`src/rtl/kinase_ctrl_sequencer.sv`:
```
// Step sequencer for the kinase chip control side: valve/select pattern, settle, pump, done.
// Optional PUMP_REVERSE_EN adds cmd_reverse to run the pump phase sequence backwards.
module kinase_ctrl_sequencer #(
    parameter int SETTLE_CYCLES = 16,
    parameter int PHASE_CYCLES  = 8,
    parameter int CNT_W         = 16
) (
    input  logic        clk,
    input  logic        rst,
    input  logic        cmd_valid,
    output logic        cmd_ready,
    input  logic [12:0] cmd_valves,
    input  logic [3:0]  cmd_select,
    input  logic [1:0]  cmd_pump,
    input  logic [7:0]  cmd_cycles,
`ifdef PUMP_REVERSE_EN
    input  logic        cmd_reverse,
`endif
    input  logic        abort,
    output logic [12:0] pad_ctrl_a,
    output logic [3:0]  pad_ctrl_s,
    output logic [2:0]  pad_pump_a,
    output logic [1:0]  pad_pump_b,
    output logic        busy,
    output logic        step_done
);

    typedef enum logic [1:0] {
        IDLE   = 2'd0,
        SETTLE = 2'd1,
        PUMP   = 2'd2,
        DONE   = 2'd3
    } state_t;

    localparam logic [CNT_W-1:0] SETTLE_LOAD = CNT_W'(SETTLE_CYCLES - 1);
    localparam logic [CNT_W-1:0] PHASE_LOAD  = CNT_W'(PHASE_CYCLES - 1);
    localparam logic [CNT_W-1:0] CNT_ZERO    = {CNT_W{1'b0}};
    localparam logic [CNT_W-1:0] CNT_ONE     = CNT_W'(1);

    state_t            state_r, state_n;
    logic [CNT_W-1:0]  cnt_r, cnt_n;
    logic [2:0]        phase_r, phase_n;
    logic [7:0]        cyc_r, cyc_n;
    logic [1:0]        pump_r, pump_n;
    logic              rev_r, rev_n;
    logic [12:0]       ctrl_a_r, ctrl_a_n;
    logic [3:0]        ctrl_s_r, ctrl_s_n;
    logic [2:0]        pump_a_r, pump_a_n;
    logic [1:0]        pump_b_r, pump_b_n;
    logic              busy_r, busy_n;
    logic              done_r, done_n;
    logic              ready_r, ready_n;
    logic              rev_in_s;
    logic              last_phase_s;
    logic [2:0]        phase_inc_s;

`ifdef PUMP_REVERSE_EN
    assign rev_in_s = cmd_reverse;
`else
    assign rev_in_s = 1'b0;
`endif

    assign phase_inc_s  = phase_r + 3'd1;
    assign last_phase_s = (pump_r == 2'd1) ? (phase_r == 3'd5) : (phase_r == 3'd1);

    // Pump A valve pattern for a phase index; zero unless pump A is selected.
    function automatic logic [2:0] drive_a(input logic [1:0] sel, input logic [2:0] idx,
                                           input logic rev);
        logic [2:0] k;
        logic [2:0] pat;
        k = rev ? (3'd5 - idx) : idx;
        case (k)
            3'd0:    pat = 3'b100;
            3'd1:    pat = 3'b110;
            3'd2:    pat = 3'b010;
            3'd3:    pat = 3'b011;
            3'd4:    pat = 3'b001;
            3'd5:    pat = 3'b101;
            default: pat = 3'b000;
        endcase
        if (sel == 2'd1) begin
            return pat;
        end else begin
            return 3'b000;
        end
    endfunction

    // Pump B valve pattern for a phase index; zero unless pump B is selected.
    function automatic logic [1:0] drive_b(input logic [1:0] sel, input logic idx,
                                           input logic rev);
        if (sel != 2'd2) begin
            return 2'b00;
        end else if (idx ^ rev) begin
            return 2'b01;
        end else begin
            return 2'b10;
        end
    endfunction

    // Next-state and next-output logic; outputs are registered from these values.
    always_comb begin
        state_n  = state_r;
        cnt_n    = cnt_r;
        phase_n  = phase_r;
        cyc_n    = cyc_r;
        pump_n   = pump_r;
        rev_n    = rev_r;
        ctrl_a_n = ctrl_a_r;
        ctrl_s_n = ctrl_s_r;
        pump_a_n = pump_a_r;
        pump_b_n = pump_b_r;
        busy_n   = busy_r;
        done_n   = 1'b0;
        ready_n  = ready_r;
        if (abort) begin
            // Abort wins in every state, including over a command offered in IDLE.
            state_n  = IDLE;
            cnt_n    = CNT_ZERO;
            phase_n  = 3'd0;
            cyc_n    = 8'd0;
            ctrl_a_n = 13'd0;
            ctrl_s_n = 4'd0;
            pump_a_n = 3'd0;
            pump_b_n = 2'd0;
            busy_n   = 1'b0;
            ready_n  = 1'b1;
        end else begin
            case (state_r)
                IDLE: begin
                    busy_n  = 1'b0;
                    ready_n = 1'b1;
                    if (cmd_valid) begin
                        state_n  = SETTLE;
                        cnt_n    = SETTLE_LOAD;
                        phase_n  = 3'd0;
                        ctrl_a_n = cmd_valves;
                        ctrl_s_n = cmd_select;
                        pump_n   = cmd_pump;
                        cyc_n    = cmd_cycles;
                        rev_n    = rev_in_s;
                        busy_n   = 1'b1;
                        ready_n  = 1'b0;
                    end else begin
                        state_n = IDLE;
                    end
                end
                SETTLE: begin
                    if (cnt_r != CNT_ZERO) begin
                        cnt_n = cnt_r - CNT_ONE;
                    end else if ((pump_r == 2'd1 || pump_r == 2'd2) && cyc_r != 8'd0) begin
                        state_n  = PUMP;
                        cnt_n    = PHASE_LOAD;
                        phase_n  = 3'd0;
                        pump_a_n = drive_a(pump_r, 3'd0, rev_r);
                        pump_b_n = drive_b(pump_r, 1'b0, rev_r);
                    end else begin
                        state_n = DONE;
                        done_n  = 1'b1;
                    end
                end
                PUMP: begin
                    if (cnt_r != CNT_ZERO) begin
                        cnt_n = cnt_r - CNT_ONE;
                    end else if (!last_phase_s) begin
                        cnt_n    = PHASE_LOAD;
                        phase_n  = phase_inc_s;
                        pump_a_n = drive_a(pump_r, phase_inc_s, rev_r);
                        pump_b_n = drive_b(pump_r, phase_inc_s[0], rev_r);
                    end else if (cyc_r > 8'd1) begin
                        cnt_n    = PHASE_LOAD;
                        cyc_n    = cyc_r - 8'd1;
                        phase_n  = 3'd0;
                        pump_a_n = drive_a(pump_r, 3'd0, rev_r);
                        pump_b_n = drive_b(pump_r, 1'b0, rev_r);
                    end else begin
                        state_n  = DONE;
                        pump_a_n = 3'd0;
                        pump_b_n = 2'd0;
                        done_n   = 1'b1;
                    end
                end
                DONE: begin
                    state_n = IDLE;
                    busy_n  = 1'b0;
                    ready_n = 1'b1;
                end
                default: begin
                    state_n = IDLE;
                    busy_n  = 1'b0;
                    ready_n = 1'b1;
                end
            endcase
        end
    end

    // State, counters and registered outputs with synchronous reset.
    always_ff @(posedge clk) begin
        if (rst) begin
            state_r  <= IDLE;
            cnt_r    <= CNT_ZERO;
            phase_r  <= 3'd0;
            cyc_r    <= 8'd0;
            pump_r   <= 2'd0;
            rev_r    <= 1'b0;
            ctrl_a_r <= 13'd0;
            ctrl_s_r <= 4'd0;
            pump_a_r <= 3'd0;
            pump_b_r <= 2'd0;
            busy_r   <= 1'b0;
            done_r   <= 1'b0;
            ready_r  <= 1'b1;
        end else begin
            state_r  <= state_n;
            cnt_r    <= cnt_n;
            phase_r  <= phase_n;
            cyc_r    <= cyc_n;
            pump_r   <= pump_n;
            rev_r    <= rev_n;
            ctrl_a_r <= ctrl_a_n;
            ctrl_s_r <= ctrl_s_n;
            pump_a_r <= pump_a_n;
            pump_b_r <= pump_b_n;
            busy_r   <= busy_n;
            done_r   <= done_n;
            ready_r  <= ready_n;
        end
    end

    assign cmd_ready  = ready_r;
    assign pad_ctrl_a = ctrl_a_r;
    assign pad_ctrl_s = ctrl_s_r;
    assign pad_pump_a = pump_a_r;
    assign pad_pump_b = pump_b_r;
    assign busy       = busy_r;
    assign step_done  = done_r;

endmodule

```
`config.mk`:
```
export PLATFORM = sky130hd
export DESIGN_NAME = kinase_ctrl_sequencer
export DESIGN_NICKNAME = d
export VERILOG_FILES = /design/src/rtl/kinase_ctrl_sequencer.sv
export SDC_FILE = /design/constraint.sdc
export NUM_CORES = 1
export LEC_CHECK = 0
export ABC_AREA = 1
export BUFFER_PORTS_ARGS = -buffer_cell sky130_fd_sc_hd__buf_2
export CAP_MARGIN = 20
export CORE_ASPECT_RATIO = 1.25
export CORE_MARGIN = 3
export CORE_UTILIZATION = 55
export DETAILED_ROUTE_END_ITERATION = 8
export PLACE_DENSITY = 0.78
export SYNTH_ARGS = -nofsm -noshare
export SYNTH_HDL_FRONTEND = slang
export SYNTH_SLANG_ARGS = --single-unit
```
`constraint.sdc`:
```
create_clock -name clk -period 3.1 [get_ports clk]
set_input_delay 0.155 -clock clk [delete_from_list [all_inputs] [get_ports clk]]
set_output_delay 0.155 -clock clk [all_outputs]
set_load 0.05 [all_outputs]
```
# Word level (Yosys, flattened, before mapping)
# Index checks and enable logic that the tools add are counted.
# totals
regBits	56
word_cells	113
output_inout_bits	25
# op_classes
n_eq_ne	23
muxes	55
reduce_logical	18
addsub	3
bitwise_logic	1
n_lt_le_gt_ge	1
# op_table
op	count
$mux W16	6
$pmux W16 S3	1
$mux W3	13
$mux W8	4
$mux W2	12
$pmux W3 S6	1
$ne A2 B2 Y1 const B	8
$pmux W8 S2	1
$reduce_bool A16 Y1	1
$sub A16 B1 Y16 const B	1
$reduce_and A4 Y1	3
$mux W1	10
$eq A3 B3 Y1 const B	3
$pmux W3 S3	1
$gt A8 B1 Y1 const B	1
$pmux W2 S4	1
$reduce_bool A8 Y1	1
$sub A8 B1 Y8 const B	1
$eq A2 B2 Y1 const B	3
$eq A3 B1 Y1 const B	2
$eq A3 B2 Y1 const B	2
$ne A3 B3 Y1 const B	2
$pmux W1 S2	3
$pmux W3 S2	1
16 further kinds	19

# Depth between registers and ports, before layout
# Gate-level depths: netlist (run 1).
# depth
word_depth	7
mapped_depth	13

# Least setup slack after synthesis (run 1)
# Ideal clock, no wire load.
# synth_path
kind	reg-to-reg
startpoint	register state_r[0]
endpoint	register cnt_r[8]
t_required_ps	2988
period_less_slack_ps	1734
slack_ps	1366
arrival_time_ps	1623
path_stages_with_launch	10
setup_time_ps	112
path_cell_list	dfxtp_1 -> inv_1 -> ha_1 -> inv_1 -> nor2_1 -> nor2_1 -> buf_2 -> nand3_1 -> nand2_1 -> nor2_1
# synth_via
elab_chain_len	3
elab_cells_between_ends	9
classes_between	5 x eq/ne; 1 x mux; 3 x reduce/logical
# synth_lines
element	line	rtl
from (decl)	40	state_t state_r, state_n;
from (signal assigned)	213	state_r <= state_n;
$eq A2 B2 Y1 (tied with other cells)	128	case (state_r)
$ne A4 B4 Y1 (no source line) (tied with other cells)	--	
$reduce_and A4 Y1 (no source line)	--	
to (signal assigned)	214	cnt_r <= cnt_n;
to (decl)	41	logic [CNT_W-1:0] cnt_r, cnt_n;
# Parallel ways exist; a longest one is shown, timed or not.
# A chain may end at the register's enable or synchronous reset.

# Final worst setup path (run 1)
# layout_path
startpoint	register state_r[0]
endpoint	register cnt_r[10]
# Same word-level chain as after synthesis.

==> results of run 1 <==
==> kinds of logic (layout without fill, tap and decap cells) <==
group,after synthesis,after routing,synth area share (%)
compound gates,59,59,10.21
xor+xnor,4,4,1.079
fa+ha+maj,15,15,5.780
buf+inv,68,118,8.747
flops,56,56,34.53
simple gates,290,290,39.65
==> cell usage in the layout, fill, tap and decap left out, drive strengths merged <==
master,n
a211oi,2
a21oi,17
a31oi,2
buf,57
clkbuf,5
clkinv,2
clkinvlp,2
dfxtp,56
ha,15
inv,52
nand2,106
nand3,40
nand3b,4
nand4,9
nor2,130
o211ai,1
o21a,1
o21ai,33
o21bai,2
o311ai,1
or2,1
xnor2,1
xor2,3
==> registers in the layout, summed over array words and instances, names as in the netlist <==
| name | count |
|---|---|
| cnt_r | 16 |
| pad_ctrl_a | 13 |
| cyc_r | 8 |
| pad_ctrl_s | 4 |
| pad_pump_a | 3 |
| phase_r | 3 |
| pad_pump_b | 2 |
| pump_r | 2 |
| state_r | 2 |
| busy | 1 |
| cmd_ready | 1 |
| step_done | 1 |
==> worst register-to-register path: cells and delay by family, from the launching register on <==
kind | cells | cell delay (ps)
fa+ha+maj | 1 | 630
buf+inv | 2 | 180
flops | 1 | 350
simple gates | 6 | 910
==> power breakdown <==
| part | switching [mW] | internal, mW | total, mW |
|---|---|---|---|
| Clock | 0.240 | 0.160 | 0.400 |
| Combinational | 1.17 | 0.560 | 1.73 |
| Sequential | 0.103 | 0.842 | 0.945 |
==> per-layer routing <==
metal	global-route usage [%]	part of all wire, %	vias to the layer above
li1	-	-	1651
met5	0	0	-
met3	3.728	5.7	12
met1	25.19	45	1384
met4	6.973	1.5	0
met2	36.29	48	80
==> final timing paths <==
| path | to | slack, ps | cells after the start |
|---|---|---|---|
| worst max register to register | cnt_r[10] | 940 | 9 |
| worst min-delay path | pump_r[0] | 50 | 2 |
| worst max-delay path | cnt_r[10] | 940 | 9 |
| worst min register to register | busy | 450 | 2 |
==> final cells by class <==
cell class	count	area (sq um)
well taps	64	80.08
repair buffers	57	290.3
clock inverters	3	23.77
flip-flops and latches	56	1121
clock buffers	5	68.82
fillers	501	1928
inverters	53	198.9
multi-input cells	368	1844
==> through the flow <==
stage / cells / power [mW] / worst slack, ps
finish: 606 / 3.079 / 937.3
global route: 606 / 3.399 / 736.5
CTS: 606 / 3.098 / 927.1
detailed placement: 598 / 2.693 / 942.4
global placement: 598 / 2.655 / 1005
floorplan: 492 / 2.413 / 1366
==> flow_summary.rst, run 1 <==
.. list-table::
   :header-rows: 1

   * - Metric
     - Value
   * - Post-DRT Antenna Nets
     - 0
   * - Cell area after synthesis
     - 3247 sq um
   * - Final period demand of the worst path
     - 2163 ps
   * - Estimated wirelength of the detail-placed design
     - 5.099 mm
   * - Maximum ir drop on the vdd rail
     - 0.0004081 V
   * - Top cell family by delay on the critical path
     - simple AND/OR/NAND/NOR gates
   * - Initial cell density of the core
     - 58.45%
   * - First-pass GRT wire length
     - 11.79 mm
   * - Total congestion overflow
     - 0
   * - Floorplan Core Area
     - 5555 sq um
   * - Unrepaired setup endpoints after global routing
     - no
   * - Share of synthesized area occupied by flip-flops and latches
     - 34.53%
   * - Antenna violations before repair
     - 0
   * - Sink count of the clock tree
     - 56
   * - Worst setup skew after layout
     - 7.094 ps
   * - Worst Path Buf+Inv
     - 2
   * - Outcome
     - finished clean
   * - DR vias/cell
     - 5.160
   * - Clock root buffer
     - clkbuf_8
   * - Die Y
     - 91.90 microns
   * - Max stage delay cell, worst path
     - ha_1
   * - Tcrit/Tclk final
     - 69.77%
   * - Vias in the first global route
     - 2872
   * - Main area contributors after synthesis
     - dfxtp_1 (35%), nor2_1 (14%), nand2_1 (12%)
   * - Max frequency
     - 0.4624 GHz
   * - Top Ports
     - 56
   * - FF-to-FF Start
     - state_r[0]
   * - Number of resized instances in the post-cts repair step
     - 0
   * - Total of hold buffers inserted after clock tree synthesis
     - 0
   * - Area growth from synthesis to final layout
     - 11.71%
   * - Maximum cell stage delay along the critical path
     - 630 ps
   * - Total number of vias
     - 3127
   * - CP Data Arrival Time
     - 2380 ps
   * - Proportion of layout cells with a drive suffix above 1
     - 16.97%
   * - Hold slack final
     - 49.38 ps
   * - Post-layout utilization of the core
     - 65.29%
   * - Buffers added on ports
     - 55
   * - Crit end category
     - flop
   * - Max Cap Viol
     - 0
   * - Yosys top cell area share
     - 34.53%
   * - Worst-case clock buffer depth
     - 2
   * - Synthesized area per cell
     - 6.599 sq um
   * - Overall routed net length
     - 6.866 mm
   * - Detailed Routing Iterations Pass 1
     - 4
   * - WS Path Type
     - reg2reg
   * - Final hold violations
     - 0
   * - Pins over their slew limit
     - 0
   * - Slew HR
     - 51.23%
   * - DRC violations left
     - 0
   * - Flops & latches, synth
     - 56
   * - Starting DRT DRC Count
     - 101
   * - TritonCTS clock tree
     - yes
   * - Standard-cell row count
     - 30
   * - Dominant cell by count in the synthesized netlist
     - nor2_1
   * - Number of nets in the synthesized netlist
     - 538
   * - Number of warnings printed during yosys synthesis
     - 0
   * - Total setup violations reported at the end of the flow
     - 0
   * - Finished Cell Area
     - 3627 sq um
   * - Data required, critical path
     - 3320 ps
   * - Chip Width
     - 74.72 microns
   * - LEAKAGE
     - 1.756 nW
   * - Source of the critical timing path
     - state_r[0]
   * - Source-to-sink clock delay at the later pin of the worst-skew pair
     - 310 ps
   * - Pwr/cell area
     - 848.9 nW/um^2
   * - Tot GR Track Use
     - 20.86%
   * - Clock buffers created by TritonCTS
     - 5
   * - Origin of the worst min-delay path
     - rst
   * - CTS H-tree lvls
     - 2
   * - # diodes
     - 0
   * - Reg clk slew, reported paths
     - 100 ps
   * - Nets
     - 587
   * - Area leader, netlist
     - dfxtp_1
   * - Placement Cell Area
     - 3535 sq um
   * - Critical path fanouts, max
     - 20
   * - Largest net degree at the start of global routing
     - 35
   * - Setup TNS Final
     - 0 ps
   * - Critical path cell sequence
     - inv_1 -> ha_1 -> nand3_2 -> nand2_1 -> nand2_4 -> nand2_4 -> inv_2 -> nor2_1 -> nor2_1
   * - Number of enable-type register cells in the synthesized netlist
     - 0
   * - Distinct cells, synth
     - 37
   * - Die Footprint
     - 6867 sq um
   * - Commonest cells in the netlist
     - nor2_1 (122), nand2_1 (100), dfxtp_1 (56)
   * - Worst slew pin tran
     - 731.5 ps
   * - Number of buffers added for setup after CTS
     - 0
   * - Prevailing post-synth register cell
     - dfxtp_1
   * - Number of cells produced by synthesis
     - 492
   * - Gpl congestion
     - 0.9635
   * - Wire length per cell
     - 11.33 microns
   * - Share of synthesized registers carrying an async set or reset
     - 0%
   * - Category of the worst setup path launch point
     - flop
   * - Classification of the worst-slack hold path
     - in2reg
No activity file was read; power rests on OpenSTA's default activity.
==> inputs of run 2 (changes only) <==
- ABC_AREA: 1 -> 0
- CORE_UTILIZATION: 55 -> 50
- PLACE_DENSITY: 0.78 -> 0.76
- clock period: 3.1 -> 1.9 ns (I/O delays scaled with it)
==> run 2 against run 1 <==
  * Maximum frequency is 5.0% lower
  * Global-route usage up 8.7 points
  * Sequential power up 31%
  * Critical path depth down 3
  * Via count up 28%
  * Setup slack lost 1300 ps
  * Combinational power fell by 26%
  * Largest cell class unchanged
  * Clock-buffer cell count did not move
  * Sequential cell count stayed put
  * The flow now finishes with violations (DRC, setup timing)
==> flow_summary.rst, run 2 <==
.. list-table::
   :header-rows: 1

   * - Metric
     - Value
   * - Outcome
     - complete, but fails checks
   * - Violations in the final reports
     - DRC, setup timing
   * - Internal reg-to-reg setup slack
     - -380 ps (-1310 ps)
   * - FF/Latch Area
     - 1132 sq um (+1.0%)
   * - Area growth from synthesis to final layout
     - 55.79%
   * - Worst r2r path cells
     - 6 (-3)
   * - Flops & latches, synth
     - 56 (unchanged)
   * - Tcrit/Tclk final
     - 119.8% (+50 points)
   * - FF-to-FF Start
     - cnt_r[4]
   * - Chip Width
     - 76.45 microns (+2.3%)
   * - Final hold violations
     - 0 (unchanged)
   * - Filler cell count
     - 358 (-29%)
   * - Wire length per cell
     - 20.02 microns (+77%)
   * - Vias in the first global route
     - 3805 (+32%)
   * - Pre-CTS WS
     - -280.6 ps (-1223 ps)
   * - Unrepaired setup endpoints after global routing
     - yes
   * - Standard-cell row count
     - 31 (+3.3%)
   * - Critical path fanouts, max
     - 5 (-75%)
   * - Source of the critical timing path
     - cnt_r[4]
   * - LEAKAGE
     - 2.078 nW (+18%)
   * - Worst Slack Setup Final
     - -376.5 ps (-1314 ps)
   * - CP Data Arrival Time
     - 2500 ps (+120 ps)
   * - CP Capture Point
     - pad_pump_b[1]
   * - Commonest non-fill, non-tap cell in the layout
     - buf_4
   * - Classification of the worst-slack hold path
     - in2reg
   * - Non-filler instance count after layout
     - 628 (+3.6%)
   * - Highest-count cells in the layout ignoring fill and taps
     - buf_4 (101), nand2_1 (64), buf_2 (55), dfxtp_1 (47), a21oi_1 (37)
   * - # diodes
     - 0 (unchanged)
   * - DR vias/cell
     - 6.385 (+24%)
   * - Cell Count Post-Placement
     - 603 (+0.84%)
   * - Main area contributors after synthesis
     - dfxtp_1 (36%), a21oi_1 (8.4%), nand2_1 (8.0%)
   * - Die Y
     - 94.06 microns (+2.4%)
   * - Clock buffers created by TritonCTS
     - 5 (unchanged)
   * - Data required, critical path
     - 2120 ps (-1200 ps)
   * - Buffers added on ports
     - 55 (unchanged)
   * - Cell area after synthesis
     - 3102 sq um (-4.5%)
   * - Number of nets in the synthesized netlist
     - 439 (-18%)
   * - Yosys top cell area share
     - 36.14% (+1.6 points)
   * - Dominant cell by count in the synthesized netlist
     - nand2_1
   * - CTS H-tree lvls
     - 2 (unchanged)
   * - Share of synthesized registers carrying an async set or reset
     - 0% (unchanged)
   * - Synthesized area per cell
     - 7.892 sq um (+20%)
   * - Detailed Routing Iterations Pass 1
     - 9 (+5)
   * - Commonest cells in the netlist
     - nand2_1 (66), dfxtp_1 (56), a21oi_1 (52)
   * - Total number of vias
     - 4010 (+28%)
   * - Source-to-sink clock delay at the later pin of the worst-skew pair
     - 310 ps (about the same)
   * - Largest net degree at the start of global routing
     - 30 (-14%)
   * - Worst slew pin tran
     - 533.9 ps (-197.6 ps)
   * - Estimated wirelength of the detail-placed design
     - 6.906 mm (+35%)
   * - Number of cells produced by synthesis
     - 393 (-20%)
   * - Total setup violations reported at the end of the flow
     - 31 (+31)
   * - Clock root buffer
     - clkbuf_8
   * - Nets
     - 592 (+0.85%)
   * - Maximum ir drop on the vdd rail
     - 0.0005330 V (+31%)
   * - Sink count of the clock tree
     - 56 (unchanged)
   * - WS Path Type
     - reg2reg
   * - Initial cell density of the core
     - 52.61% (-5.8 points)
   * - Category of the worst setup path launch point
     - flop
   * - Prevailing post-synth register cell
     - dfxtp_1
   * - Worst-case clock buffer depth
     - 2 (unchanged)
   * - Number of warnings printed during yosys synthesis
     - 0 (unchanged)
   * - Distinct cells, synth
     - 59 (+59%)
   * - Worst setup skew after layout
     - 4.266 ps (-2.828 ps)
   * - Slew HR
     - 63.95% (+13 points)
   * - Total area of multi-input combinational cells
     - 2266 sq um (+23%)
   * - Tot GR Track Use
     - 29.52% (+8.7 points)
   * - Top Ports
     - 56 (unchanged)
   * - Reg clk slew, reported paths
     - 100 ps (about the same)
   * - Floorplan Core Area
     - 5896 sq um (+6.1%)
   * - TritonCTS clock tree
     - yes
   * - Most flop-heavy register
     - cnt_r
   * - Pins over their slew limit
     - 0 (unchanged)
   * - Antenna violations before repair
     - 0 (unchanged)
   * - Final period demand of the worst path
     - 2276 ps (+113.7 ps)
   * - Number of flip-flops in the largest register
     - 16 (unchanged)
   * - Gpl congestion
     - 0.9110 (-5.4%)
   * - Crit end category
     - flop
   * - Proportion of layout cells with a drive suffix above 1
     - 46.34% (+29 points)
   * - Area leader, netlist
     - dfxtp_1
   * - DRC violations left
     - 1 (+1)
   * - Share of synthesized area occupied by flip-flops and latches
     - 36.14% (+1.6 points)
   * - Starting DRT DRC Count
     - 427 (+320%)
   * - Post-DRT Antenna Nets
     - 0 (unchanged)
   * - Setup TNS Final
     - -5240 ps (-5240 ps)
   * - Die Footprint
     - 7190 sq um (+4.7%)
   * - Overall routed net length
     - 12.57 mm (+83%)
   * - First-pass GRT wire length
     - 17.19 mm (+46%)
   * - Endpoint of the worst register-to-register path
     - pad_pump_b[1]
   * - Total congestion overflow
     - 0 (unchanged)
   * - Max frequency
     - 0.4393 GHz (-5.0%)
   * - Pwr/cell area
     - 713.7 nW/um^2 (-16%)
   * - Number of enable-type register cells in the synthesized netlist
     - 0 (unchanged)
   * - Max Cap Viol
     - 0 (unchanged)
-- run 2: cell count changes in the layout (fill, tap and decap cells not counted), sizes merged, moves of 10 or more --
| cell | previous run | this run |
|---|---|---|
| a21oi | 17 | 52 |
| buf | 57 | 165 |
| inv | 52 | 13 |
| nand2 | 106 | 66 |
| nand3 | 40 | 11 |
| nor2 | 130 | 26 |
| nor3 | 0 | 16 |
| nor4 | 0 | 10 |
| o21ai | 33 | 12 |
-- run 2: power by group --
group	internal, mW	leakage (nW)	total, mW	switching, mW
registers	1.21	0.459	1.24	0.0277
clock network	0.519	0.0642	0.924	0.405
logic	0.573	1.56	1.28	0.711
total	2.30	2.08	3.45	1.14
-- run 2: timing repair --
item,in CTS,in global routing
resized for setup,41,56
buffers inserted,9,9
hold buffers,1,0
pin swaps,28,32
hold endpoints to repair,2,0
endpoints found under the setup margin,33,32
-- run 2: layer usage --
metal	global-route usage, %	share of wire (%)	vias to the layer above
li1	-	-	1759
met2	55.57	49	282
met3	6.334	7.5	110
met4	17.22	7.9	0
met1	29.89	35	1859
met5	0	0	-
-- run 2: cell type report --
| cell class | instances | area share [%] |
|---|---|---|
| multi-input cells | 304 | 46.89 |
| repair buffers | 166 | 23.87 |
| flip-flops and latches | 56 | 23.43 |
| well taps | 82 | 2.123 |
| clock buffers | 5 | 1.424 |
| clock inverters | 2 | 1.243 |
| inverters | 13 | 1.010 |
-- run 2: metrics by stage --
stage                     instance area [sq um]  utilization, %  total power, mW  hold slack [ps]
final                                      4832           81.96            3.449            3.062
after global routing                       4832           81.96            3.544            5.328
after CTS                                  4536           76.93            3.204            4.074
after detailed placement                   4141           70.25            2.171            301.2
after global placement                     4141           70.25            2.150            296.0
after floorplan                            3146               -            1.746            164.1
-- run 2: cell families after synthesis --
kind of cell / count (synthesis) / share of synthesized area, %
xor gates and xnor gates: 2 / 0.5648
buffers and inverters: 33 / 4.316
DFF: 56 / 36.14
and+or+nand+nor: 161 / 25.54
AOI/OAI and AO/OA: 120 / 25.37
muxes: 6 / 2.017
adders and majority gates: 15 / 6.051
-- run 2: worst min-delay path by stage --
stage	cells after the start	startpoint	end
global placement	2	rst	pump_r[1]
CTS	3	cmd_pump[1]	pump_r[1]
detailed placement	2	rst	pump_r[1]
floorplan	1	rst	pump_r[0]
global route	3	cmd_pump[1]	pump_r[1]
finish	3	cmd_pump[0]	pump_r[0]
-- run 2: critical path: stages (launching register included) --
cell       delay, ps
dfxtp_2          360
or4_4            620
nor4_4           380
buf_4            200
o211a_4          200
o2111ai_1        170
a21oi_1          270
